==> config.mk <==
export PLATFORM = sky130hd
export DESIGN_NAME = ecc_168_enc_pipe
export DESIGN_NICKNAME = d
export VERILOG_FILES = /design/src/rtl/ecc_168_pkg.sv /design/src/rtl/ecc_168_enc.sv /design/src/rtl/ecc_168_enc_pipe.sv
export SDC_FILE = /design/constraint.sdc
export NUM_CORES = 1
export LEC_CHECK = 0
export CAP_MARGIN = 10
export CORE_MARGIN = 1
export CORE_UTILIZATION = 40
export DETAILED_ROUTE_END_ITERATION = 6
export MAX_ROUTING_LAYER = met4
export PLACE_DENSITY = 0.74
export SYNTH_ARGS = -nofsm -noshare
export SYNTH_HDL_FRONTEND = slang
export SYNTH_SLANG_ARGS = --single-unit
==> constraint.sdc <==
create_clock -name clk -period 4 [get_ports clk]
set_input_delay 0.6 -clock clk [delete_from_list [all_inputs] [get_ports clk]]
set_output_delay 0.6 -clock clk [all_outputs]
set_load 0.02 [all_outputs]
==> src/rtl/ecc_168_pkg.sv <==
// Shared constants and the Hamming position-mask table for the 168-bit
// SECDED encoder. Data bit i sits at the i-th non-power-of-2 codeword
// position (1-based), so data bit 0 lands on position 3.
package ecc_168_pkg;

    localparam int DATA_WIDTH   = 168;
    localparam int PARITY_WIDTH = 9;
    localparam int HAM_WIDTH    = PARITY_WIDTH - 1;
    localparam int CODE_WIDTH   = DATA_WIDTH + HAM_WIDTH;

    // One mask per Hamming check bit, each selecting the data bits it covers
    typedef logic [HAM_WIDTH-1:0][DATA_WIDTH-1:0] ham_mask_t;

    function automatic bit is_pow2(input int p);
        return (p & (p - 1)) == 0;
    endfunction

    // Walk codeword positions, skipping check-bit slots (powers of 2), and
    // record which check bits cover each data bit. Powers of two above 2
    // are never adjacent, so a single skip per step is enough.
    function automatic ham_mask_t gen_ham_masks();
        ham_mask_t m;
        int        pos;
        m   = '0;
        pos = 2;
        for (int i = 0; i < DATA_WIDTH; i++) begin
            pos = pos + 1;
            if (is_pow2(pos)) begin
                pos = pos + 1;
            end
            for (int k = 0; k < HAM_WIDTH; k++) begin
                m[k][i] = ((pos >> k) & 1) != 0;
            end
        end
        return m;
    endfunction

    localparam ham_mask_t HAM_MASKS = gen_ham_masks();

endpackage

==> src/rtl/ecc_168_enc.sv <==
// Combinational SECDED parity generator for one 168-bit word: eight
// Hamming check bits followed by one even overall-parity bit.
module ecc_168_enc
    import ecc_168_pkg::*;
(
    input  logic [DATA_WIDTH-1:0]   data_in,
    output logic [PARITY_WIDTH-1:0] parity_out
);

    logic [HAM_WIDTH-1:0] ham;

    // Each check bit is the XOR of its covered data bits; the top bit makes
    // the whole codeword (data plus check bits) even parity.
    always_comb begin
        ham = '0;
        for (int k = 0; k < HAM_WIDTH; k++) begin
            ham[k] = ^(data_in & HAM_MASKS[k]);
        end
        parity_out = {(^data_in) ^ (^ham), ham};
    end

endmodule

==> src/rtl/ecc_168_enc_pipe.sv <==
// Write-side SECDED encoder with a redundant second encoder copy for fault
// detection. One handshake register stage carries data, copy-0 parity and
// the per-beat fault flag toward the storage write port; a sticky flag and
// a saturating counter summarise faults for the safety monitor.
module ecc_168_enc_pipe #(
    parameter int DATA_WIDTH   = ecc_168_pkg::DATA_WIDTH,
    parameter int PARITY_WIDTH = ecc_168_pkg::PARITY_WIDTH,
    parameter int CNT_WIDTH    = 8
) (
    input  logic                    clk,
    input  logic                    rst_n,
    input  logic                    ecc_fault_detc_en,
    input  logic                    bypass,
    input  logic                    inj_en,
    input  logic                    in_vld,
    output logic                    in_rdy,
    input  logic [DATA_WIDTH-1:0]   data_in,
    output logic                    out_vld,
    input  logic                    out_rdy,
    output logic [DATA_WIDTH-1:0]   data_out,
    output logic [PARITY_WIDTH-1:0] parity_out,
    output logic                    ecc_fault,
    output logic                    fault_sticky,
    output logic [CNT_WIDTH-1:0]    fault_cnt,
    input  logic                    fault_clr
);

    import ecc_168_pkg::*;

    localparam logic [CNT_WIDTH-1:0] CNT_MAX = '1;

    // Counter step that sticks at all-ones instead of wrapping
    function automatic logic [CNT_WIDTH-1:0] sat_inc(input logic [CNT_WIDTH-1:0] v);
        return (v == CNT_MAX) ? v : v + 1'b1;
    endfunction

    logic                    accept_p0;
    logic [PARITY_WIDTH-1:0] par0_p0;
    logic [PARITY_WIDTH-1:0] par1_p0;
    logic [PARITY_WIDTH-1:0] par1_inj_p0;
    logic                    mismatch_p0;
    logic                    fault_p0;
    logic [PARITY_WIDTH-1:0] parity_sel_p0;

    logic                    vld_p1;
    logic [DATA_WIDTH-1:0]   data_p1;
    logic [PARITY_WIDTH-1:0] parity_p1;
    logic                    fault_p1;
    logic                    sticky_q;
    logic [CNT_WIDTH-1:0]    cnt_q;

    // ---- stage p0: input handshake, redundant encode and compare ----
    assign in_rdy    = ~vld_p1 | out_rdy;
    assign accept_p0 = in_vld & in_rdy;

    ecc_168_enc u0_ecc_168_enc (
        .data_in    (data_in),
        .parity_out (par0_p0)
    );

    ecc_168_enc u1_ecc_168_enc (
        .data_in    (data_in),
        .parity_out (par1_p0)
    );

    // Injection flips check bit 0 of the shadow copy only, so the emitted
    // parity (always copy 0) stays golden while the compare must trip.
    assign par1_inj_p0   = par1_p0 ^ PARITY_WIDTH'(inj_en);
    assign mismatch_p0   = |(par0_p0 ^ par1_inj_p0);
    assign fault_p0      = mismatch_p0 & ecc_fault_detc_en & ~bypass;
    assign parity_sel_p0 = bypass ? '0 : par0_p0;

    // ---- stage p1: output register toward the write port ----
    // Load on accept, drop valid once the beat is taken, otherwise hold.
    always_ff @(posedge clk) begin
        if (!rst_n) begin
            vld_p1    <= 1'b0;
            data_p1   <= '0;
            parity_p1 <= '0;
            fault_p1  <= 1'b0;
        end else if (accept_p0) begin
            vld_p1    <= 1'b1;
            data_p1   <= data_in;
            parity_p1 <= parity_sel_p0;
            fault_p1  <= fault_p0;
        end else if (out_rdy) begin
            vld_p1    <= 1'b0;
        end
    end

    // Fault bookkeeping: a faulty accepted beat outranks a same-cycle clear,
    // restarting the count at one.
    always_ff @(posedge clk) begin
        if (!rst_n) begin
            sticky_q <= 1'b0;
            cnt_q    <= '0;
        end else if (accept_p0 && fault_p0) begin
            sticky_q <= 1'b1;
            cnt_q    <= fault_clr ? CNT_WIDTH'(1) : sat_inc(cnt_q);
        end else if (fault_clr) begin
            sticky_q <= 1'b0;
            cnt_q    <= '0;
        end
    end

    assign out_vld      = vld_p1;
    assign data_out     = data_p1;
    assign parity_out   = parity_p1;
    assign ecc_fault    = fault_p1;
    assign fault_sticky = sticky_q;
    assign fault_cnt    = cnt_q;

endmodule

==> results of run 1 <==
[through the flow]
step	cells	area, µm²	hold WS (ns)	total power, mW
CTS	1823	14600	0.467	7.78
global route	1824	14600	0.480	8.10
floorplan	1144	9980	0.541	5.01
finish	1824	14600	0.465	7.71
global placement	1792	14000	0.449	5.99
detailed placement	1792	14000	0.457	6.04
[synthesized netlist by cell type]
master	count	area [µm²]
and2_1	1	6.26
nand4b_1	1	8.76
ha_1	1	12.5
xnor3_2	1	23.8
nor2b_1	9	56.3
a21boi_0	171	1280
mux2i_1	1	10.0
clkbuf_1	57	214
a21oi_1	5	25.0
and4_1	1	8.76
nand4_1	2	12.5
xor2_2	1	16.3
nand2b_1	3	18.8
nand3_1	1	5.00
buf_2	1	5.00
nor3_1	3	15.0
nand2_1	342	1280
a31oi_1	1	6.26
o211a_1	1	10.0
dfxtp_1	188	3760
xnor2_1	271	2370
inv_1	1	3.75
nor2_1	11	41.3
xnor3_1	13	293
a311oi_1	1	8.76
and3_1	1	6.26
xor2_1	48	420
buf_1	1	3.75
a22oi_1	6	45.0
[power breakdown]
| part | switching [mW] | total (mW) | leakage (nW) | internal (mW) |
|---|---|---|---|---|
| logic | 1.68 | 3.94 | 3.40 | 2.25 |
| registers | 0.0659 | 2.07 | 1.55 | 2.00 |
| clock network | 0.810 | 1.70 | 0.272 | 0.894 |
| total | 2.56 | 7.71 | 5.21 | 5.15 |
[cell families after synthesis]
| logic type | Yosys count | share of synthesized area (%) |
|---|---|---|
| AOI/OAI and AO/OA | 185 | 13.8 |
| xor gates and xnor gates | 334 | 31.3 |
| adders and majority gates | 1 | 0.125 |
| buffers and inverters | 60 | 2.27 |
| DFF | 188 | 37.7 |
| muxes | 1 | 0.100 |
| and+or+nand+nor | 375 | 14.7 |
[worst min-delay path, stage by stage, from the launching register on]
cell	delay [ns]
dfxtp_1	0.31
nand2_1	0.04
a21boi_0	0.06
[flip-flops by register name, summed over array words and instances (netlist names)]
register,flops
ecc_fault,1
fault_sticky,1
fault_cnt,8
out_vld,1
parity_out,9
data_out,168
[layout make-up]
cell class | instances | area [µm²]
Clock inverter | 12 | 130
Clock buffer | 19 | 443
Timing Repair Buffer | 383 | 3810
Fill cell | 2199 | 9830
Multi-Input combinational cell | 896 | 6000
Inverter | 1 | 3.75
Antenna cell | 1 | 2.50
Tap cell | 324 | 405
Sequential cell | 188 | 3760
[cells in the final DEF, fill, tap and decap left out, types with 2 or more instances in the layout]
cell / synthesis / routed
nor3_1: 3 / 3
inv_8: 0 / 3
nor2_1: 11 / 11
a22oi_1: 6 / 6
a21boi_0: 171 / 171
xnor2_1: 271 / 271
xor2_1: 48 / 48
clkdlybuf4s50_1: 0 / 363
dfxtp_1: 188 / 188
inv_6: 0 / 3
nand2b_1: 3 / 3
a21oi_1: 5 / 5
clkbuf_16: 0 / 17
nand2_1: 342 / 341
clkinvlp_4: 0 / 3
clkinv_4: 0 / 2
buf_12: 0 / 2
xnor3_1: 13 / 13
nor2b_1: 9 / 9
buf_4: 0 / 18
nand4_1: 2 / 2
[layer usage]
layer	global-route usage, %	wire length [µm]
met5	-	0
met4	10.8	1030
met3	5.56	1960
met2	43.3	15800
met1	32.2	14500
[how the worst max path moves through the flow]
stage / to / slack [ns]
after floorplan: parity_out[8] / 0.96
after global placement: parity_out[8] / 0.18
after detailed placement: parity_out[8] / 0.17
after CTS: parity_out[8] / 0.62
after global routing: parity_out[8] / 0.48
final: parity_out[8] / 0.60
==> parameters.txt, run 1 <==
Parameter                              Value

Setup path
  Cell type with the highest occurrence count on the critical path    xnor2_1
  Cell with the largest stage delay on the worst path    clkdlybuf4s50_1
  Origin of the critical flop-to-flop path    out_vld
  Crit-path leading delay family    XOR/XNOR gates
  Critical R2R Capture    fault_cnt[7]
  Max FO, Critical Path    3
  Arrival time of data at the critical path endpoint    ~3.7 ns
  Largest stage delay, worst path    0.47 ns
  Cell Chain, Critical Path    clkdlybuf4s50_1 -> xor2_1 -> xnor2_1 -> xnor2_1 -> xnor2_1 -> buf_4 -> xnor3_1 -> xnor3_2 -> xor2_2 -> xnor3_1 -> a22oi_1 -> nor2b_1
  CP Data Required Time    4.32 ns
  Worst path depth    12
  Reg2Reg Depth    8
  Endpoint class of the critical path    flip-flop
  Sum of buffers and inverters on the critical path    2
  Startpoint type of the worst setup path    input pin
  Origin of the worst setup path    data_in[86]
  Worst setup slack for register-to-register paths    approximately 1.8 ns
  Setup Crit Path Kind    input pin to flip-flop

Timing
  # setup viols final    0
  Max frequency    ~290 MHz
  Clock skew    0.00832 ns
  Total negative slack for setup checks    0 ns
  Setup repair after global routing missed its margin    false
  Fin worst setup slack    between 0.6 and 0.7 ns
  Final worst path period need    around 3.4 ns
  Worst Tran Pin Value    around 1.1 ns
  Final hold viol count    0
  Final Max Tran Viols    0
  Worst max-slew margin expressed relative to the limit    ~28%
  Post-route fraction of the period consumed by the critical path    a little over four fifths

Route
  Number of search-and-repair iterations in the first detailed-routing pass    5
  Count of routing violations after the opening detailed-route iteration    ~460
  Total wirelength of the detailed-routed design    33.2 mm
  Via total after detailed routing    8758
  Avg WL per Cell    approximately 18 µm
  Remaining antenna violation count    0
  Drt via density    4.80
  Remaining DRCs    0

GRT
  Number of antenna violations at the first check in global routing    1
  Number of global-route vias before repair    8816
  Overall track demand over capacity in global routing    about a quarter
  Pin count of the biggest net entering global routing    98
  Total overflow reported by the global router    0
  Wire length of the first global-routing pass    50.5 mm

Worst hold path
  WHS Path Cells    2
  Startpoint of the worst hold path    data_out[112]
  Hold endpoint    data_out[112]
  Path type of the worst min-delay path    flip-flop to flip-flop

CTS
  Setup Buffers After CTS    0
  Clock-pin slew on the worst setup and hold paths    0.07 ns
  H-tree levels    4
  Insertion delay of the later-clocked pin in the worst-skew pair    around 0.43 ns
  Max Buffers Root-to-Sink    2
  Clock tree from TritonCTS    built
  Total number of clock tree sinks    about 190
  Root Driver    clkbuf_16
  Total clock buffers created by CTS    17
  Number of resized instances in the post-cts repair step    0
  Quantity of hold-fixing buffers added after cts    0

Placed design
  Sum of net half-perimeters after detailed placement    between 20 and 30 mm
  Pre-CTS setup slack    between 0.15 and 0.2 ns
  Number of port buffers    364
  Final Wtd Congestion    between 0.8 and 0.9

Floorplanning
  Die X    roughly 160 µm
  Area inside the core boundary    0.0244 mm²
  Vertical extent of the die    roughly 160 µm
  I/O pin count    approximately 370
  Starting density of the core    40.9%
  Std cell rows    57
  Die area    roughly 0.026 mm²

Layout
  Final core utilization    59.7%
  Fraction of final layout cells with drive strength greater than 1    between 3 and 4%
  Nets@finish    between 1500 and 2000
  Syn-to-layout area delta    45.9%

Run status
  Run status    completed

Synthesis
  Sequential share of the synthesized area    between 30% and 40%
  Total nets after synthesis    roughly 1300
  Post-Synthesis Cells    1144
  Synthesized cell area    approximately 0.01 mm²
  Flip-flop and latch count after synthesis    about 190
  Synthesis Warnings    0
  Count of unique library cells instantiated by Yosys    29
  Synth Area per Inst    between 8 and 9 µm²

Run
  MaxCap Viol Count    0

Power and ir drop
  Peak ir drop on the vdd network    a little under 0.0008 V
  Total power divided by cell area    approximately 530 mW/mm²
  Lkg Pwr    between 5 and 6 nW
Note: power is estimated with default switching activity, not from simulation.
==> run 2: changes to the inputs <==
==> constraint.sdc (replaced) <==
create_clock -name clk -period 3.3 [get_ports clk]
set_input_delay 0.495 -clock clk [delete_from_list [all_inputs] [get_ports clk]]
set_output_delay 0.495 -clock clk [all_outputs]
set_load 0.02 [all_outputs]
==> run 2 against run 1 <==
- routed wire length up 2.3%
- first-iteration DRC count down 2.8%
- clock skew up 0.0067 ns
- power up 32%
- via count up 4.7%
- worst hold slack worse by 0.0026 ns
- register-to-register slack worse by 0.54 ns
- cell area up 7.5%
- sequential cell count unchanged
- clock-buffer cell count unchanged
- sequential share of layout area down 1.8 points
==> parameters.txt, run 2 (synthesis results as in run 1) <==
Parameter                              Value

Setup path
  Arrival time of data at the critical path endpoint    3.46 ns (was 3.72 ns)
  Cell with the largest stage delay on the worst path    clkdlybuf4s50_1 (unchanged)
  Max FO, Critical Path    2 (was 3)
  Setup Crit Path Kind    input pin to flip-flop (unchanged)
  Startpoint type of the worst setup path    input pin (unchanged)
  Reg2Reg Depth    9 (was 8)
  Origin of the critical flop-to-flop path    out_vld (unchanged)
  Largest stage delay, worst path    0.52 ns (was 0.47 ns)
  Cell Chain, Critical Path    clkdlybuf4s50_1 -> xor2_1 -> xnor2_1 -> buf_4 -> xor2_1 -> xnor2_1 -> xnor3_1 -> xnor3_1 -> xor2_2 -> xnor3_1 -> a22oi_1 -> nor2b_1 (was clkdlybuf4s50_1 -> xor2_1 -> xnor2_1 -> xnor2_1 -> xnor2_1 -> buf_4 -> xnor3_1 -> xnor3_2 -> xor2_2 -> xnor3_1 -> a22oi_1 -> nor2b_1)
  Endpoint class of the critical path    flip-flop (unchanged)
  Worst setup slack for register-to-register paths    1.29 ns (was 1.83 ns)
  CP Data Required Time    3.61 ns (was 4.32 ns)
  Critical R2R Capture    fault_cnt[7] (unchanged)
  Cell type with the highest occurrence count on the critical path    xnor3_1 (was xnor2_1)

Run status
  Run status    completed (unchanged)

Placed design
  Sum of net half-perimeters after detailed placement    26.4 mm (was 25.8 mm)
  Number of port buffers    364 (unchanged)
  Final Wtd Congestion    0.879 (was 0.869)
  Pre-CTS setup slack    -0.474 ns (was 0.166 ns)
  Number of placed cells counting well taps    1924 (was 1792)

Layout
  Nets@finish    1796 (was 1664)
  Flip-flop count of the largest register after layout    168 (unchanged)
  Fraction of final layout cells with drive strength greater than 1    11.6% (was 3.60%)
  Syn-to-layout area delta    56.8% (was 45.9%)
  Most common library cell in the layout ignoring fill and taps    clkdlybuf4s50_1 (unchanged)
  Leading cell types in the layout, fill and taps excluded    363 x clkdlybuf4s50_1, 341 x nand2_1, 266 x xnor2_1 (was 363 x clkdlybuf4s50_1, 341 x nand2_1, 271 x xnor2_1)
  Final-layout fill cell count    2131 (was 2199)
  Non-filler instance count after layout    1957 (was 1824)

Timing
  # setup viols final    0 (unchanged)
  Final hold viol count    0 (unchanged)
  Setup repair after global routing missed its margin    false (unchanged)
  Fin worst setup slack    0.153 ns (was 0.603 ns)
  Final Max Tran Viols    0 (unchanged)
  Max frequency    roughly 320 MHz
  Post-route fraction of the period consumed by the critical path    a little over nine tenths
  Worst max-slew margin expressed relative to the limit    46.4% (was 27.7%)
  Clock skew    0.0150 ns (was 0.00832 ns)
  Worst Tran Pin Value    0.803 ns (was 1.09 ns)
  Final worst path period need    3.15 ns

Route
  Drt via density    4.69 (was 4.80)
  Remaining DRCs    0 (unchanged)
  Avg WL per Cell    17.4 µm (was 18.2 µm)
  Remaining antenna violation count    0 (unchanged)
  Count of routing violations after the opening detailed-route iteration    444 (was 457)
  Total wirelength of the detailed-routed design    34.0 mm (was 33.2 mm)
  Number of search-and-repair iterations in the first detailed-routing pass    6 (was 5)
  Via total after detailed routing    9169 (was 8758)

Floorplanning
  Starting density of the core    40.9% (unchanged)
  Die X    160 µm (unchanged)
  Area inside the core boundary    0.0244 mm² (unchanged)
  Std cell rows    57 (unchanged)
  I/O pin count    365 (unchanged)
  Die area    0.0256 mm² (unchanged)
  Vertical extent of the die    160 µm (unchanged)

CTS
  Quantity of hold-fixing buffers added after cts    0 (unchanged)
  Max Buffers Root-to-Sink    2 (unchanged)
  Insertion delay of the later-clocked pin in the worst-skew pair    0.43 ns (about the same)
  Clock tree from TritonCTS    built (unchanged)
  Root Driver    clkbuf_16 (unchanged)
  Clock-pin slew on the worst setup and hold paths    0.07 ns (about the same)
  H-tree levels    4 (unchanged)
  Total number of clock tree sinks    188 (unchanged)
  Total clock buffers created by CTS    17 (unchanged)

Worst hold path
  Path type of the worst min-delay path    flip-flop to flip-flop (unchanged)
  Hold endpoint    data_out[58] (was data_out[112])
  WHS Path Cells    2 (unchanged)
  Startpoint of the worst hold path    data_out[58] (was data_out[112])

GRT
  Number of global-route vias before repair    9378 (was 8816)
  Pin count of the biggest net entering global routing    169 (was 98)
  Total overflow reported by the global router    0 (unchanged)
  Overall track demand over capacity in global routing    27.4% (was 26.7%)
  Number of antenna violations at the first check in global routing    2 (was 1)
  Wire length of the first global-routing pass    51.8 mm (was 50.5 mm)

Power and ir drop
  Total power divided by cell area    651 mW/mm² (was 530 mW/mm²)
  Peak ir drop on the vdd network    0.00117 V (was 0.000794 V)
  Lkg Pwr    5.90 nW (was 5.21 nW)

Run
  MaxCap Viol Count    0 (unchanged)
==> run 2: routing by layer <==
| metal | vias up | part of all wire [%] | GRT usage (%) |
|---|---|---|---|
| li1 | 4589 | - | - |
| met3 | 54 | 5.8 | 5.97 |
| met2 | 292 | 49 | 46.4 |
| met1 | 4234 | 42 | 31.4 |
| met4 | 0 | 3.2 | 10.5 |
| met5 | - | 0 | - |
==> run 2: worst max-delay path by stage <==
stage,to,start,cells after the start,slack [ns]
2_1_floorplan,parity_out[8],data_in[86],10,0.37
3_3_place_gp,parity_out[8],data_in[86],13,-0.43
3_5_place_dp,parity_out[8],data_in[86],13,-0.47
4_1_cts,parity_out[8],data_in[86],13,0.05
5_1_grt,parity_out[8],data_in[86],13,0.01
6_report,parity_out[8],data_in[71],12,0.15
==> run 2: metrics by stage <==
step / hold slack (ns) / util (%) / TNS [ns] / power (mW) / cell area [µm²]
6_report: 0.462 / 64.2 / 0 / 10.2 / 15600
5_1_grt: 0.482 / 64.2 / 0 / 10.7 / 15600
4_1_cts: 0.465 / 64.0 / 0 / 10.2 / 15600
3_5_place_dp: 0.456 / 61.5 / -0.474 / 8.05 / 15000
3_3_place_gp: 0.447 / 61.5 / -0.430 / 7.96 / 15000
2_1_floorplan: 0.541 / - / 0 / 6.07 / 9980
==> run 2: area by class of cell <==
cell class / instances / area [µm²] / share of cell area (%)
sequential: 188 / 3760 / 24.1
inverter: 1 / 3.75 / 0.0240
clock buffer: 19 / 433 / 2.77
clock inverter: 12 / 161 / 1.03
timing repair buffer: 515 / 4840 / 30.9
multi-input combinational: 896 / 6040 / 38.6
tap: 324 / 405 / 2.59
antenna: 2 / 5.00 / 0.0320
==> run 2: power by group <==
group | switching [mW] | total (mW) | internal [mW]
sequential | 0.0786 | 2.51 | 2.43
clock | 0.978 | 2.18 | 1.20
combinational | 2.19 | 5.49 | 3.30
total | 3.25 | 10.2 | 6.93
==> run 2: timing repair <==
| action | 4_1_cts | 5_1_grt |
|---|---|---|
| buffers inserted | 0 | 0 |
| endpoints found under the setup margin | 1 | 1 |
| resized for setup | 1 | 4 |
| pin swaps | 0 | 6 |
==> run 2: critical path, delay by kind of cell <==
kind | cells | cell delay (ns)
xor gates and xnor gates | 8 | 2.06
AOI/OAI and AO/OA | 1 | 0.17
buffers and inverters | 2 | 0.67
and+or+nand+nor | 1 | 0.07
